File: src/rtl/ceespu_execute_mc.sv
// Execute stage: single-cycle ALU plus an iterative shift-add multiplier / restoring divider.
// Optional macro CEESPU_EXEC_DIV_EN adds DIVU/REMU to the iterative unit; without it those ops return 0.
module ceespu_execute_mc #(
  parameter int unsigned XLEN = 32,
  parameter int unsigned PCW  = 14
) (
  input  logic              I_clk,
  input  logic              I_rst,
  input  logic              I_valid,
  input  logic [XLEN-1:0]   I_dataA,
  input  logic [XLEN-1:0]   I_dataB,
  input  logic [XLEN-1:0]   I_storeData,
  input  logic [3:0]        I_aluop,
  input  logic [1:0]        I_selCin,
  input  logic [2:0]        I_selMem,
  input  logic [4:0]        I_regD,
  input  logic [PCW-1:0]    I_PC,
  input  logic              I_we,
  input  logic              I_memE,
  input  logic              I_memWe,
  output logic              O_busy,
  output logic [XLEN-1:0]   O_memAddress,
  output logic [XLEN-1:0]   O_storeData,
  output logic [XLEN/8-1:0] O_memWe,
  output logic              O_valid,
  output logic [XLEN-1:0]   O_result,
  output logic              O_we,
  output logic [4:0]        O_regD,
  output logic [PCW-1:0]    O_PC,
  output logic [2:0]        O_selMem,
  output logic              O_carry
);

  localparam int unsigned SW  = $clog2(XLEN);
  localparam int unsigned NB  = XLEN / 8;
  localparam int unsigned LW  = $clog2(NB);
  localparam int unsigned XW1 = XLEN + 1;

  localparam logic [3:0] OP_ADD   = 4'd0;
  localparam logic [3:0] OP_SUB   = 4'd1;
  localparam logic [3:0] OP_AND   = 4'd2;
  localparam logic [3:0] OP_OR    = 4'd3;
  localparam logic [3:0] OP_XOR   = 4'd4;
  localparam logic [3:0] OP_SLL   = 4'd5;
  localparam logic [3:0] OP_SRL   = 4'd6;
  localparam logic [3:0] OP_SRA   = 4'd7;
  localparam logic [3:0] OP_MUL   = 4'd8;
  localparam logic [3:0] OP_MULHU = 4'd9;
  localparam logic [3:0] OP_DIVU  = 4'd10;
  localparam logic [3:0] OP_REMU  = 4'd11;

  typedef enum logic [1:0] {S_IDLE, S_RUN, S_DONE} state_e;

  state_e            state_q, state_d;
  logic [SW-1:0]     cnt_q, cnt_d;
  logic [XLEN-1:0]   hi_q, hi_d, lo_q, lo_d, m_q, m_d;
  logic [3:0]        op_q, op_d;
  logic              pwe_q, pwe_d;
  logic [4:0]        prd_q, prd_d;
  logic [PCW-1:0]    ppc_q, ppc_d;
  logic [2:0]        psel_q, psel_d;

  logic              valid_q, valid_d, we_q, we_d, carry_q, carry_d;
  logic [XLEN-1:0]   result_q, result_d;
  logic [4:0]        regd_q, regd_d;
  logic [PCW-1:0]    pc_q, pc_d;
  logic [2:0]        sel_q, sel_d;

  logic              cin;
  logic [XLEN-1:0]   b_op;
  logic [XLEN:0]     alu_sum;
  logic [XLEN-1:0]   alu_res;
  logic [SW-1:0]     shamt;
  logic              is_mc;
  logic [XLEN:0]     mul_sum;
  logic [XLEN-1:0]   mul_hi, mul_lo;
  logic              mem_en;
  logic [LW-1:0]     addr_lane;

  // Carry-in source; O_carry only moves on accepted ADD/SUB
  always_comb begin
    cin = 1'b0;
    case (I_selCin)
      2'd1:    cin = carry_q;
      2'd2:    cin = ~carry_q;
      2'd3:    cin = 1'b1;
      default: cin = 1'b0;
    endcase
  end

  assign b_op         = (I_aluop == OP_SUB) ? ~I_dataB : I_dataB;
  assign alu_sum      = {1'b0, I_dataA} + {1'b0, b_op} + XW1'(cin);
  assign O_memAddress = I_dataA + I_dataB + XLEN'(cin);
  assign shamt        = I_dataB[SW-1:0];

  always_comb begin
    alu_res = '0;
    case (I_aluop)
      OP_ADD, OP_SUB: alu_res = alu_sum[XLEN-1:0];
      OP_AND:         alu_res = I_dataA & I_dataB;
      OP_OR:          alu_res = I_dataA | I_dataB;
      OP_XOR:         alu_res = I_dataA ^ I_dataB;
      OP_SLL:         alu_res = I_dataA << shamt;
      OP_SRL:         alu_res = I_dataA >> shamt;
      OP_SRA:         alu_res = $signed(I_dataA) >>> shamt;
      default:        alu_res = '0;
    endcase
  end

`ifdef CEESPU_EXEC_DIV_EN
  logic            div_in, div_run;
  logic [XLEN:0]   r_shift;
  logic [XLEN+1:0] r_diff;
  logic [XLEN-1:0] div_hi, div_lo;

  assign div_in  = (I_aluop == OP_DIVU) || (I_aluop == OP_REMU);
  assign div_run = (op_q == OP_DIVU) || (op_q == OP_REMU);
  assign is_mc   = (I_aluop == OP_MUL) || (I_aluop == OP_MULHU) || div_in;

  // Restoring step: hi holds the partial remainder, lo shifts dividend out and quotient in
  assign r_shift = {hi_q, lo_q[XLEN-1]};
  assign r_diff  = {1'b0, r_shift} - {2'b00, m_q};
  assign div_hi  = r_diff[XLEN+1] ? XLEN'(r_shift) : XLEN'(r_diff);
  assign div_lo  = {lo_q[XLEN-2:0], ~r_diff[XLEN+1]};
`else
  assign is_mc   = (I_aluop == OP_MUL) || (I_aluop == OP_MULHU);
`endif

  // Shift-add step on the {hi,lo} product register, multiplier consumed from lo[0]
  assign mul_sum = {1'b0, hi_q} + (lo_q[0] ? {1'b0, m_q} : '0);
  assign mul_hi  = mul_sum[XLEN:1];
  assign mul_lo  = {mul_sum[0], lo_q[XLEN-1:1]};

  assign O_busy = ~I_rst & (((state_q == S_IDLE) & I_valid & is_mc) | (state_q == S_RUN));

  always_comb begin
    state_d  = state_q;
    cnt_d    = cnt_q;
    hi_d     = hi_q;
    lo_d     = lo_q;
    m_d      = m_q;
    op_d     = op_q;
    pwe_d    = pwe_q;
    prd_d    = prd_q;
    ppc_d    = ppc_q;
    psel_d   = psel_q;
    valid_d  = 1'b0;
    we_d     = 1'b0;
    result_d = result_q;
    regd_d   = regd_q;
    pc_d     = pc_q;
    sel_d    = sel_q;
    carry_d  = carry_q;
    case (state_q)
      S_IDLE: begin
        if (I_valid && is_mc) begin
          state_d = S_RUN;
          cnt_d   = '0;
          op_d    = I_aluop;
          hi_d    = '0;
          m_d     = I_dataA;
          lo_d    = I_dataB;
`ifdef CEESPU_EXEC_DIV_EN
          if (div_in) begin
            m_d  = I_dataB;
            lo_d = I_dataA;
          end
`endif
          pwe_d   = I_we;
          prd_d   = I_regD;
          ppc_d   = I_PC;
          psel_d  = I_selMem;
        end else if (I_valid) begin
          valid_d  = 1'b1;
          we_d     = I_we;
          result_d = alu_res;
          regd_d   = I_regD;
          pc_d     = I_PC;
          sel_d    = I_selMem;
          if ((I_aluop == OP_ADD) || (I_aluop == OP_SUB)) carry_d = alu_sum[XLEN];
        end
      end
      S_RUN: begin
        hi_d = mul_hi;
        lo_d = mul_lo;
`ifdef CEESPU_EXEC_DIV_EN
        if (div_run) begin
          hi_d = div_hi;
          lo_d = div_lo;
        end
`endif
        cnt_d = cnt_q + SW'(1);
        if (cnt_q == SW'(XLEN - 1)) state_d = S_DONE;
      end
      S_DONE: begin
        state_d  = S_IDLE;
        valid_d  = 1'b1;
        we_d     = pwe_q;
        result_d = ((op_q == OP_MULHU) || (op_q == OP_REMU)) ? hi_q : lo_q;
        regd_d   = prd_q;
        pc_d     = ppc_q;
        sel_d    = psel_q;
      end
      default: state_d = S_IDLE;
    endcase
  end

  always_ff @(posedge I_clk or posedge I_rst) begin
    if (I_rst) begin
      state_q  <= S_IDLE;
      cnt_q    <= '0;
      hi_q     <= '0;
      lo_q     <= '0;
      m_q      <= '0;
      op_q     <= '0;
      pwe_q    <= 1'b0;
      prd_q    <= '0;
      ppc_q    <= '0;
      psel_q   <= '0;
      valid_q  <= 1'b0;
      we_q     <= 1'b0;
      result_q <= '0;
      regd_q   <= '0;
      pc_q     <= '0;
      sel_q    <= '0;
      carry_q  <= 1'b0;
    end else begin
      state_q  <= state_d;
      cnt_q    <= cnt_d;
      hi_q     <= hi_d;
      lo_q     <= lo_d;
      m_q      <= m_d;
      op_q     <= op_d;
      pwe_q    <= pwe_d;
      prd_q    <= prd_d;
      ppc_q    <= ppc_d;
      psel_q   <= psel_d;
      valid_q  <= valid_d;
      we_q     <= we_d;
      result_q <= result_d;
      regd_q   <= regd_d;
      pc_q     <= pc_d;
      sel_q    <= sel_d;
      carry_q  <= carry_d;
    end
  end

  assign O_valid  = valid_q;
  assign O_we     = we_q;
  assign O_result = result_q;
  assign O_regD   = regd_q;
  assign O_PC     = pc_q;
  assign O_selMem = sel_q;
  assign O_carry  = carry_q;

  // Store lane replication and byte enables
  assign mem_en    = I_valid & I_memE & I_memWe & ~O_busy;
  assign addr_lane = O_memAddress[LW-1:0];

  always_comb begin
    O_storeData = I_storeData;
    O_memWe     = '0;
    for (int i = 0; i < int'(NB); i++) begin
      case (I_selMem[1:0])
        2'd2: begin
          O_storeData[8*i +: 8] = I_storeData[7:0];
          O_memWe[i]            = mem_en & (addr_lane == LW'(i));
        end
        2'd1: begin
          O_storeData[8*i +: 8] = I_storeData[8*(i%2) +: 8];
          O_memWe[i]            = mem_en & ((addr_lane >> 1) == (LW'(i) >> 1));
        end
        default: O_memWe[i] = mem_en;
      endcase
    end
  end

endmodule
File: config.mk
export PLATFORM = sky130hd
export DESIGN_NAME = ceespu_execute_mc
export DESIGN_NICKNAME = d
export VERILOG_FILES = /design/src/rtl/ceespu_execute_mc.sv
export SDC_FILE = /design/constraint.sdc
export NUM_CORES = 1
export LEC_CHECK = 0
export CORE_MARGIN = 2
export CORE_UTILIZATION = 44
export CTS_CLUSTER_DIAMETER = 120
export CTS_CLUSTER_SIZE = 20
export DETAILED_ROUTE_END_ITERATION = 10
export GPL_TIMING_DRIVEN = 1
export HOLD_SLACK_MARGIN = 0.02
export PLACE_DENSITY = 0.62
export SETUP_SLACK_MARGIN = 0.2
export SYNTH_ARGS = -nofsm -noshare
export SYNTH_HDL_FRONTEND = slang
export SYNTH_SLANG_ARGS = --single-unit
File: constraint.sdc
create_clock -name I_clk -period 9.7 [get_ports I_clk]
set_input_delay 1.94 -clock I_clk [delete_from_list [all_inputs] [get_ports I_clk]]
set_output_delay 1.94 -clock I_clk [all_outputs]
set_load 0.02 [all_outputs]
* After elaboration in Yosys (flattened, before gate mapping)
Index checks and enable logic that the tools add are counted.
** Word-level totals
- Memory bits (writable) :: 0
- Memories :: 0
- Output and inout port bits :: 126
- ROM bits :: 0
- Input port bits :: 130
- Latch bits :: 0
- Flip-flop bits (word level) :: 187
- Word-level logic and storage cells :: 129
** Operators by class
- Equal/unequal tests :: 26
- Order comparisons :: 0
- Reduce and logical (&&, ||, !) cells :: 17
- Multipliers :: 0
- Shift-type cells :: 3
- Add/subtract/negate cells :: 6
- Div/mod/pow operators :: 0
- Multiplexer cells :: 39
- Bitwise gates (word level) :: 21
** Operator list (number)
- $mux W32 :: 7
- $pmux W32 S7 :: 1
- $pmux W32 S2 :: 3
- $add A32 B32 Y33 :: 2
- $add A33 B1 Y33 :: 1
- $add A32 B1 Y32 :: 1
- $add A32 B32 Y32 :: 1
- $and A32 B32 Y32 :: 1
- $not A32 Y32 :: 1
- $or A32 B32 Y32 :: 1
- $shl A32 B5 Y32 :: 1
- $shr A32 B5 Y32 :: 1
- $sshr A32 B5 Y32 :: 1
- $xor A32 B32 Y32 :: 1
- $mux W14 :: 2
- $pmux W14 S2 :: 1
- $pmux W5 S2 :: 2
- $eq A4 B3 Y1 const B :: 4
- $eq A4 B4 Y1 const B :: 4
- $mux W8 :: 2
- $pmux W8 S2 :: 1
- $mux W5 :: 3
- $and A1 B1 Y1 :: 12
- $eq A2 B2 Y1 const B :: 6
- 25 further kinds :: 52

* Logic depth before layout (Yosys ltp)
- Depth after elaboration :: 9
- Mapped depth :: 17
- Mapped depth without buffers :: 15

* Least setup slack after synthesis
No wires, ideal clock.
- Path kind :: input to output
- Start point :: in I_dataB[2]
- End point :: out O_memAddress[31]
- Cell stages on the path :: 13
- Slack :: 2690 ps
- Buffers on the path :: 2
- Arrival time :: 5070 ps
- Data required time :: 7760 ps
- Cell sequence :: clkinv_1 -> buf_1 -> clkbuf_1 -> ha_1 -> o21a_1 -> a211oi_1 -> o32a_1 -> o22ai_1 -> and4bb_1 -> o41ai_2 -> a221o_1 -> a21oi_1 -> xnor2_1
** On the way
- Cells in the longest elaborated chain, start to end :: 2
** Ends and longest elaborated chain
- from (decl) :: RTL line 11 : input logic [XLEN-1:0] I_dataB,
- $add A32 B32 Y32 :: RTL line 93 : assign O_memAddress = I_dataA + I_dataB + XLEN'(cin);
- $add A32 B1 Y32 :: RTL line 93
- to (decl) :: RTL line 22 : output logic [XLEN-1:0] O_memAddress,
Every way passes these cells.

* Final worst setup path
- Start point :: in I_selCin[0]
- End point :: out O_memAddress[24]
** On the way
- Cells in the longest elaborated chain, start to end :: 3
- Elaborated cells between the ends (all ways) :: 5
- Classes of those cells :: add/sub (1); eq/ne (3); mux (1)
** Ends and longest elaborated chain
- from (decl) :: RTL line 14 : input logic [1:0] I_selCin,
- $eq A2 B2 Y1 / $eq A2 B1 Y1 (equally long branches) :: RTL line 83 : case (I_selCin)
- $pmux W1 S3 * :: RTL line 83
- $add A32 B1 Y32 * :: RTL line 93
Mark *: on every way between the ends. The rest lies on a longest branch, timed or not.

==> impl_metrics.toml <==
[setup_path]
cp-start-kind = "primary input"
cp-end-kind = "primary output"
cp_max_fo = 4
critPathRequiredTime_ns = 7.76
criticalPathCategory = "in2out"
cp_data_arrival_time_ns = 6.17

[timing]
hold_viol = 0
period_needed_ns = 8.11
finClkSkew_ns = 0.0101
max_freq_mhz = 123
setup_violations = 0
post-route-worst-setup-slack_ns = 1.59
tightest_slew_ns = 1.13
grt_setup_unrepaired = "no"
maxSlewViolCount = 0
slew_headroom = 0.229
tns_ns = 0
timing.final.crit_share = 0.836

[global_routing]
grt_overflow = 0
antenna_found_initial = 3
grt_pass1_wl_um = 113000
grt_usage = 0.339
grt_max_degree = 113
first_global_vias = 17912

[placed_design]
port_buffers = 255
dp_hpwl_um = 56700
gp_congestion = 0.998
post_dp_cell_area_um2 = 21200
place_ws_ns = 1.63

[synthesis]
synthFlopType = "dfrtp_1"
syn-cell-area_um2 = 18400
netlist-cell-type-count = 85
yosysTopAreaCell = "dfrtp_1"
ys_seq_elements = 186
netlist_top_cells_area = "dfrtp_1 (25%), ha_1 (9.0%), nand2_1 (7.5%)"
yosysSeqAreaShare = 0.253
synthCells = 2303
synth.avg_cell_area_um2 = 7.98
async_flop_share = 1.00
yosys_warnings = 0
syn_nets = 2570
synth-edff-count = 0
yosys.area.top_type_share = 0.253

[detailed_routing]
drt-met1-wl_um = 31100
highest_layer = "met5"
ant_nets = 0
viasPerCell = 6.30
drc = 0
wl_met2_um = 33900
post_drt_wl_per_cell_um = 24.8
drt_iter0_markers = 1916
dr.pass1.iters = 7
vias = 18925
wl_met3_um = 6140
drt_wl_total_um = 74700

[power]
powerDensity_nw_per_um2 = 220
intPower_mw = 2.64
ir_drop_uv = 163
switching_share = 0.451
power.share.clock = 0.154
switchingPower_mw = 2.17
pwr-share-seq = 0.290
comb_power_share = 0.555
leakage_nw = 9.47

[clock_tree]
worstSkewPairLatency_ns = 0.45
cts_root_buf = "clkbuf_16"
clock-sinks = 186
hold_buffers = 0
clk_pin_slew_worst_paths_ns = 0.07
cts_tree = "built"
clk_path_buf_depth = 2
cts_setup_buffers = 0
cts_buffers = 17
post_cts_resized = 0
htreeDepth = 4

[floorplanning]
die_area_um2 = 43400
io_pins = 256
rows = 74
core_um2 = 41000
die_h_um = 208
die_x_um = 208
initial_core_util = 0.448

[finish]
final_nets = 2726
drive_gt1_frac = 0.0797
fill_cells = 3974
stdcell_area_um2 = 21800
register_area_um2 = 4650
syn2layout_area_growth_pct = 18.9
multi_input_area_um2 = 12700

[hold_path]
hold_class = "reg2reg"

[run]
max-cap-violations = 0

[run_status]
outcome = "completed"
power by group through the flow:
stage                     clock (mW)  sequential, mW  combinational [mW]
after global routing           0.790            1.43                2.92
after CTS                      0.756            1.40                2.65
after detailed placement           0            1.41                2.64
after global placement             0            1.40                2.61
final                          0.743            1.40                2.67
after floorplan                    0            1.43                1.64
flip-flops by register name (all words and copies together), names as in the netlist, 2 cells and up:
register / count
O_result: 32
hi_q: 32
lo_q: 32
m_q: 32
O_PC: 14
ppc_q: 14
O_regD: 5
cnt_q: 5
prd_q: 5
O_selMem: 3
op_q: 3
psel_q: 3
state_q: 2
worst max-delay path: stages:
cell	delay, ns
clkdlybuf4s50_1	0.49
mux2i_1	0.13
inv_1	0.10
fa_1	0.23
inv_1	0.07
fa_1	0.39
nor2b_1	0.12
o21ai_0	0.12
a21o_1	0.23
a21oi_1	0.52
o211ai_1	0.21
a21boi_0	0.38
nand3_1	0.16
nor4bb_1	0.17
nor3_1	0.23
clkdlybuf4s50_1	0.68
final cells by class:
| cell class | count | area share |
|---|---|---|
| repair buffers | 295 | 0.130 |
| flip-flops and latches | 186 | 0.213 |
| inverters | 96 | 0.0168 |
| well taps | 532 | 0.0305 |
| clock buffers | 18 | 0.0201 |
| diodes | 1 | 0.000115 |
| clock inverters | 14 | 0.00825 |
| multi-input cells | 1863 | 0.582 |
metal layers:
layer,track usage,vias up
li1,-,8635
met4,0.145,4
met1,0.451,9187
met5,0,-
met2,0.539,952
met3,0.0672,147
cells in the final DEF, fill, tap and decap left out, types with 6 or more instances in the layout:
cell type and n:
mux2i_1 43, clkbuf_16 17, a2111oi_0 11, a21boi_0 6, dfrtp_1 186, buf_4 41
mux2_2 22, xor2_1 27, o221ai_1 13, o21bai_1 8, o211ai_1 24, a21oi_1 154
a211oi_1 31, o31ai_1 6, mux4_2 58, xnor2_1 78, nand4_1 11, nor2_1 187
and2_1 42, nand2b_1 15, ha_1 132, or2_2 6, a21o_1 45, or3_1 14
a31oi_1 33, a211o_1 6, o22ai_1 17, nand3_1 49, o21ai_0 200, a22oi_1 51
clkdlybuf4s50_1 250, a221o_1 7, inv_1 93, o21a_1 18, and3_1 17, a221oi_1 23
o21ai_1 13, nor3_1 40, nand2_1 367, nor2b_1 9
logic make-up after synthesis:
family / share of synthesized area
fa+ha+maj: 0.0953
mux: 0.108
xor+xnor: 0.0501
simple gates: 0.191
compound gates: 0.244
flops: 0.253
buf+inv: 0.0584
final timing paths:
check                            start          endpoint  slack (ns)  cells past startpoint
hold reg to reg                m_q[19]           m_q[19]        0.48                      2
hold / removal                 m_q[19]           m_q[19]        0.48                      2
setup / recovery           I_selCin[0]  O_memAddress[24]        1.59                     16
setup reg to reg               O_carry      O_result[30]        5.50                     12
max in group asynchronous        I_rst           hi_q[3]        6.14                      3
min in group asynchronous        I_rst          cnt_q[4]        2.05                      2
per-stage QoR:
step	util	power, mW	hold slack [ns]	cells
finish	0.533	4.81	0.479	3005
global route	0.533	5.15	0.505	3004
global placement	0.517	4.00	0.453	2972
CTS	0.533	4.81	0.480	3004
floorplan	-	3.07	0.442	2303
detailed placement	0.517	4.04	0.462	2972
Yosys cell counts, drive strengths merged (19+ instances only):
library cell and number:
mux2 22, nand2 367, nor2 190, o21ai 213, nand3 50, ha 132, o211ai 24, and3 19
a211oi 32, a22oi 51, inv 95, a221oi 23, a31oi 33, dfrtp 186, a21oi 155, clkbuf 110
mux2i 43, nor3 42, a21o 47, buf 46, and2 42, mux4 58, xnor2 78, xor2 27
Power figures use the tool's default switching activity.
